## src/rtl/intr_ctrl.sv

```systemverilog
// Interrupt request controller: edge-latched requests, mask, fixed priority (bit 0 highest),
// request/ack/reti handshake with the CPU. Define INTR_NESTING_EN to allow preemption in SERVICE.
module intr_ctrl #(
    parameter int N_INTR = 8
) (
    input  logic              clk,
    input  logic              reset,
    input  logic [N_INTR-1:0] intr_req,
    input  logic              mask_we,
    input  logic [N_INTR-1:0] mask_in,
    input  logic              intr_ack,
    input  logic              intr_reti,
    output logic              intr,
    output logic [N_INTR-1:0] intr_selec,
    output logic [N_INTR-1:0] intr_pend,
    output logic [N_INTR-1:0] intr_insrv,
    output logic [N_INTR-1:0] intr_mask
);

    typedef enum logic [1:0] {IDLE, REQ, SERVICE} state_t;

    state_t            state;
    logic [N_INTR-1:0] req_prev;
    logic [N_INTR-1:0] pend;
    logic [N_INTR-1:0] insrv;
    logic [N_INTR-1:0] mask;
    logic [N_INTR-1:0] selec;
    logic              intr_r;
    logic [N_INTR-1:0] rise;
    logic [N_INTR-1:0] cand;
    logic [N_INTR-1:0] win;
`ifdef INTR_NESTING_EN
    logic [N_INTR-1:0] insrv_top;
    logic [N_INTR-1:0] insrv_rem;
`endif

    // One-hot of the lowest set bit, i.e. the highest-priority line.
    function automatic logic [N_INTR-1:0] lowest(input logic [N_INTR-1:0] v);
        logic [N_INTR-1:0] r;
        r = '0;
        for (int i = N_INTR - 1; i >= 0; i--) begin
            if (v[i]) begin
                r    = '0;
                r[i] = 1'b1;
            end
        end
        return r;
    endfunction

    always_comb begin
        rise = intr_req & ~req_prev;
        cand = pend & mask;
        win  = lowest(cand);
`ifdef INTR_NESTING_EN
        insrv_top = lowest(insrv);
        insrv_rem = insrv & ~insrv_top;
`endif
    end

    always_ff @(posedge clk) begin
        if (reset) begin
            state    <= IDLE;
            req_prev <= '1;
            pend     <= '0;
            insrv    <= '0;
            mask     <= '0;
            selec    <= '0;
            intr_r   <= 1'b0;
        end else begin
            req_prev <= intr_req;
            pend     <= pend | rise;
            if (mask_we)
                mask <= mask_in;

            case (state)
                IDLE: begin
                    if (cand != '0) begin
                        selec  <= win;
                        intr_r <= 1'b1;
                        state  <= REQ;
                    end
                end
                REQ: begin
                    // selec stays frozen here; a fresh edge on the acked line re-pends it.
                    if (intr_ack) begin
                        pend   <= (pend & ~selec) | rise;
                        insrv  <= insrv | selec;
                        intr_r <= 1'b0;
                        state  <= SERVICE;
                    end
                end
                SERVICE: begin
`ifdef INTR_NESTING_EN
                    if (intr_reti) begin
                        insrv <= insrv_rem;
                        selec <= lowest(insrv_rem);
                        state <= (insrv_rem != '0) ? SERVICE : IDLE;
                    end else if ((win != '0) && (win < insrv_top)) begin
                        selec  <= win;
                        intr_r <= 1'b1;
                        state  <= REQ;
                    end
`else
                    if (intr_reti) begin
                        insrv <= insrv & ~selec;
                        selec <= '0;
                        state <= IDLE;
                    end
`endif
                end
                default: state <= IDLE;
            endcase
        end
    end

    assign intr       = intr_r;
    assign intr_selec = selec;
    assign intr_pend  = pend;
    assign intr_insrv = insrv;
    assign intr_mask  = mask;

endmodule

```

## config.mk

```make
export PLATFORM = sky130hd
export DESIGN_NAME = intr_ctrl
export DESIGN_NICKNAME = d
export VERILOG_FILES = /design/src/rtl/intr_ctrl.sv
export SDC_FILE = /design/constraint.sdc
export NUM_CORES = 1
export LEC_CHECK = 0
export CAP_MARGIN = 10
export CORE_ASPECT_RATIO = 0.5
export CORE_MARGIN = 5
export CORE_UTILIZATION = 30
export CTS_BUF_LIST = sky130_fd_sc_hd__clkbuf_8
export DETAILED_ROUTE_END_ITERATION = 10
export SETUP_SLACK_MARGIN = 0.5
export SYNTH_ARGS = -nofsm -noshare
export SYNTH_HDL_FRONTEND = slang
export SYNTH_SLANG_ARGS = --single-unit
```

## constraint.sdc

```tcl
create_clock -name clk -period 1.4 [get_ports clk]
set_input_delay 0.14 -clock clk [delete_from_list [all_inputs] [get_ports clk]]
set_output_delay 0.14 -clock clk [all_outputs]
set_load 0.05 [all_outputs]
```

==> impl_summary.md <==
Status
The run finished with clean final reports.

Global routing
The first global-routing pass estimated 7850 µm of wire. The via count of the first global-routing pass came to 1621. The pin count of the biggest net entering global routing is 36. The number of antenna violations at the first check in global routing is 0. The sum of overflow across all layers after global routing is 0. For this run, the total global-route usage over all layers was measured as 0.145.

Run
The tool flagged a number of max-cap violations equal to 0.

Floorplanning
The total area inside the core boundary comes to 5070 µm². The number of standard-cell rows in the floorplan is 18. The boundary pin count is 54. The effective utilization at floorplan is 0.318.

Measured along the x axis, the die boundary spans 114 µm. The die footprint is 7020 µm². The chip height is 61.8 µm.

Routing
The post-detailed-route via-to-cell ratio is 4.60. After detailed routing, the number of remaining DRC violations is 0. Detailed routing inserted a total of 1610 vias.

The count of nets left with antenna violations once routing finished came out at 0. The first TritonRoute pass finished after 4 iterations. After the first detailed-routing iteration, the DRC count stood at 55. Summed over all layers, the routed wires come to 4900 µm. The detail-routed net length per standard cell is 14.0 µm.

Synthesis
The synthesized netlist net count is 196. The number of synthesized flops with an enable pin is 0. Counting distinct cell types in the post-synthesis netlist gives 30.

Synthesis handed over a netlist of 175 instances. The mapped netlist covers 1610 µm². The number of warning messages in the yosys log is 0. The share of synthesized area occupied by flip-flops and latches is 0.535. The synthesized design contains 43 register bits.

The fraction of registers with async set or reset after synthesis is 0. The average instance area after synthesis is 9.19 µm². Among all flip-flop cells after synthesis, the most frequent one is sky130_fd_sc_hd__dfxtp_1.

Setup path
Data on the critical path is required at its endpoint by 1620 ps. The largest individual stage delay along the critical path comes from the cell sky130_fd_sc_hd__a222oi_1. The arrival time of data at the critical path endpoint is 1530 ps. By startpoint and endpoint, the worst setup path is classified as flop to flop. The type of element launching the critical path is a flop. The largest single stage delay on the critical path is 380 ps. Of all nets on the critical path, the largest fanout is 7. The worst setup path is captured at a flop. The critical path goes through a222oi_1 -> buf_4 -> a31oi_4 -> o22ai_1.

STA
Based on the critical path, the design can be clocked at up to 759 MHz. The worst hold margin is 418 ps. On the final layout, the worst clock skew is 8.07 ps. The hold violation count in the final report is 0. At the pin with the least slew margin, the transition time is 343 ps.

The count of final max-slew check failures is 0. The number of endpoints failing setup at the final stage is 0. In this run the tightest slew margin relative to its limit is 0.772.

The clock period minus worst slack is 1320 ps. Across all setup checks in the final design, the least slack found is 81.8 ps. The final clock period utilization by the worst path is 0.942. Setup repair after global routing could not meet its margin everywhere.

Clocking
Counting along the longest clock path gives a buffer depth of 2. The post-cts hold buffer count is 0. The H-tree generated during clock tree synthesis spans 2 levels. The number of clock sinks is 43. After clock tree synthesis, the clock-pin slew on the worst setup and hold paths is 90 ps. In this run the clock root is driven by a sky130_fd_sc_hd__clkbuf_8. The number of buffers created by CTS is 5. The clock latency of the later-clocked register in the worst-skew pair is 300 ps. TritonCTS built the clock tree.

Power and ir drop
The share of total power dissipated in combinational logic is 0.239. The clock share of power is 0.296. Of the total power, the share spent switching nets is 0.302. The analysis attributes to net switching a power of 0.849 mW. Dividing total power by cell area gives a power density of 849 nW/µm². The completed layout was analyzed and its total power is 2.81 mW. The sequential group share of total power is 0.466.

Across the VDD grid, the largest voltage drop is 0.449 mV. The internal portion of the total power is 1.96 mW. For this design the static power due to leakage is 1.37 nW.

Place
Routability-driven placement finished with a final weighted congestion of 0.764. The post-place instance area is 2690 µm². Detailed placement finished with a half-perimeter wire length of 3290 µm. Buffers placed on the I/O ports in this run total 53. The worst setup slack after placement is -171 ps.

Cells and area
In the final layout, the share of cells above drive strength 1 is 0.618. The post-route standard cell area excluding fillers is 3310 µm². In the layout the commonest cells are sky130_fd_sc_hd__buf_4 (33), sky130_fd_sc_hd__buf_12 (24), sky130_fd_sc_hd__dfxtp_4 (23), sky130_fd_sc_hd__nor2_1 (19), sky130_fd_sc_hd__clkdlybuf4s50_1 (19). Leaving out fill and tap cells, the most frequent cell in the layout is sky130_fd_sc_hd__buf_4.

The repair_antennas step left the layout with diodes totalling 0. Compared with the post-synthesis result, the final layout area differs by 106%. At the end of the flow, the number of nets in the layout was 300.

Worst hold path
The worst hold path class is primary input to flop.
-- critical path, delay by kind of cell, from the launching register on --
kind,cells,cell delay (ps)
AOI/OAI and AO/OA,3,700
buffers and inverters,1,200
DFF,1,350
-- synthesized netlist by cell type, types with 2 or more instances --
cell / count / area [µm²]
sky130_fd_sc_hd__nor2_1: 20 / 75.1
sky130_fd_sc_hd__o22ai_1: 3 / 18.8
sky130_fd_sc_hd__mux2i_1: 8 / 80.1
sky130_fd_sc_hd__dfxtp_1: 43 / 861
sky130_fd_sc_hd__nand3_1: 4 / 20.0
sky130_fd_sc_hd__o21ai_0: 12 / 60.1
sky130_fd_sc_hd__or2_2: 8 / 50.1
sky130_fd_sc_hd__a22oi_1: 2 / 15.0
sky130_fd_sc_hd__nand4_1: 2 / 12.5
sky130_fd_sc_hd__inv_1: 11 / 41.3
sky130_fd_sc_hd__clkbuf_1: 5 / 18.8
sky130_fd_sc_hd__nand2_1: 15 / 56.3
sky130_fd_sc_hd__nor2b_1: 8 / 50.1
sky130_fd_sc_hd__a21oi_1: 18 / 90.1
-- worst paths after layout --
check / cells past startpoint / endpoint / slack [ps] / startpoint
worst max-delay path: 4 / intr_selec[7]$_SDFFE_PP0P_ / 80 / intr_mask[6]$_SDFFE_PP0P_
worst min-delay path: 2 / req_prev[2]$_SDFF_PP1_ / 420 / intr_req[2]
worst max register to register: 4 / intr_selec[7]$_SDFFE_PP0P_ / 80 / intr_mask[6]$_SDFFE_PP0P_
worst min register to register: 2 / flop / 490 / flop
-- area by class of cell --
type                    instances  area, µm²
fillers                       396       1760
flip-flops and latches         43        962
repair buffers                104       1280
multi-input cells             114        850
inverters                      11       41.3
clock buffers                   5       68.8
clock inverters                 3       23.8
well taps                      70       87.6
-- cell families after synthesis --
| logic type | Yosys count | synth area share |
|---|---|---|
| AND/OR/NAND/NOR | 61 | 0.181 |
| AO/OA/AOI/OAI | 45 | 0.187 |
| flip-flops | 43 | 0.535 |
| buffers and inverters | 18 | 0.0474 |
| multiplexers | 8 | 0.0498 |
-- what timing repair did --
| action | in CTS | in global routing |
|---|---|---|
| pin swaps | 12 | 15 |
| buffers inserted | 18 | 10 |
| setup endpoints to repair | 76 | 60 |
| gates resized for setup | 73 | 24 |
-- power by group through the flow --
stage | clock, mW | sequential [mW] | combinational [mW]
final | 0.831 | 1.31 | 0.671
after global routing | 0.906 | 1.32 | 0.707
after detailed placement | 0 | 1.35 | 0.556
after floorplan | 0 | 1.46 | 0.166
after global placement | 0 | 1.35 | 0.552
after CTS | 0.843 | 1.31 | 0.639
-- metal layers --
metal  global-route usage  vias up  share of wire
met2                0.254       28           0.51
li1                     -      807              -
met4               0.0548        0          0.012
met3               0.0348        7          0.028
met1                0.180      768           0.45
met5                    0        -              0
-- metrics by stage --
step | setup TNS (ps) | utilization | instances
after floorplan | 0 | - | 175
after global placement | -1030 | 0.530 | 314
after detailed placement | -1320 | 0.530 | 314
after CTS | 0 | 0.619 | 340
after global routing | 0 | 0.653 | 350
final | 0 | 0.653 | 350
No activity file was read; power rests on OpenSTA's default activity.
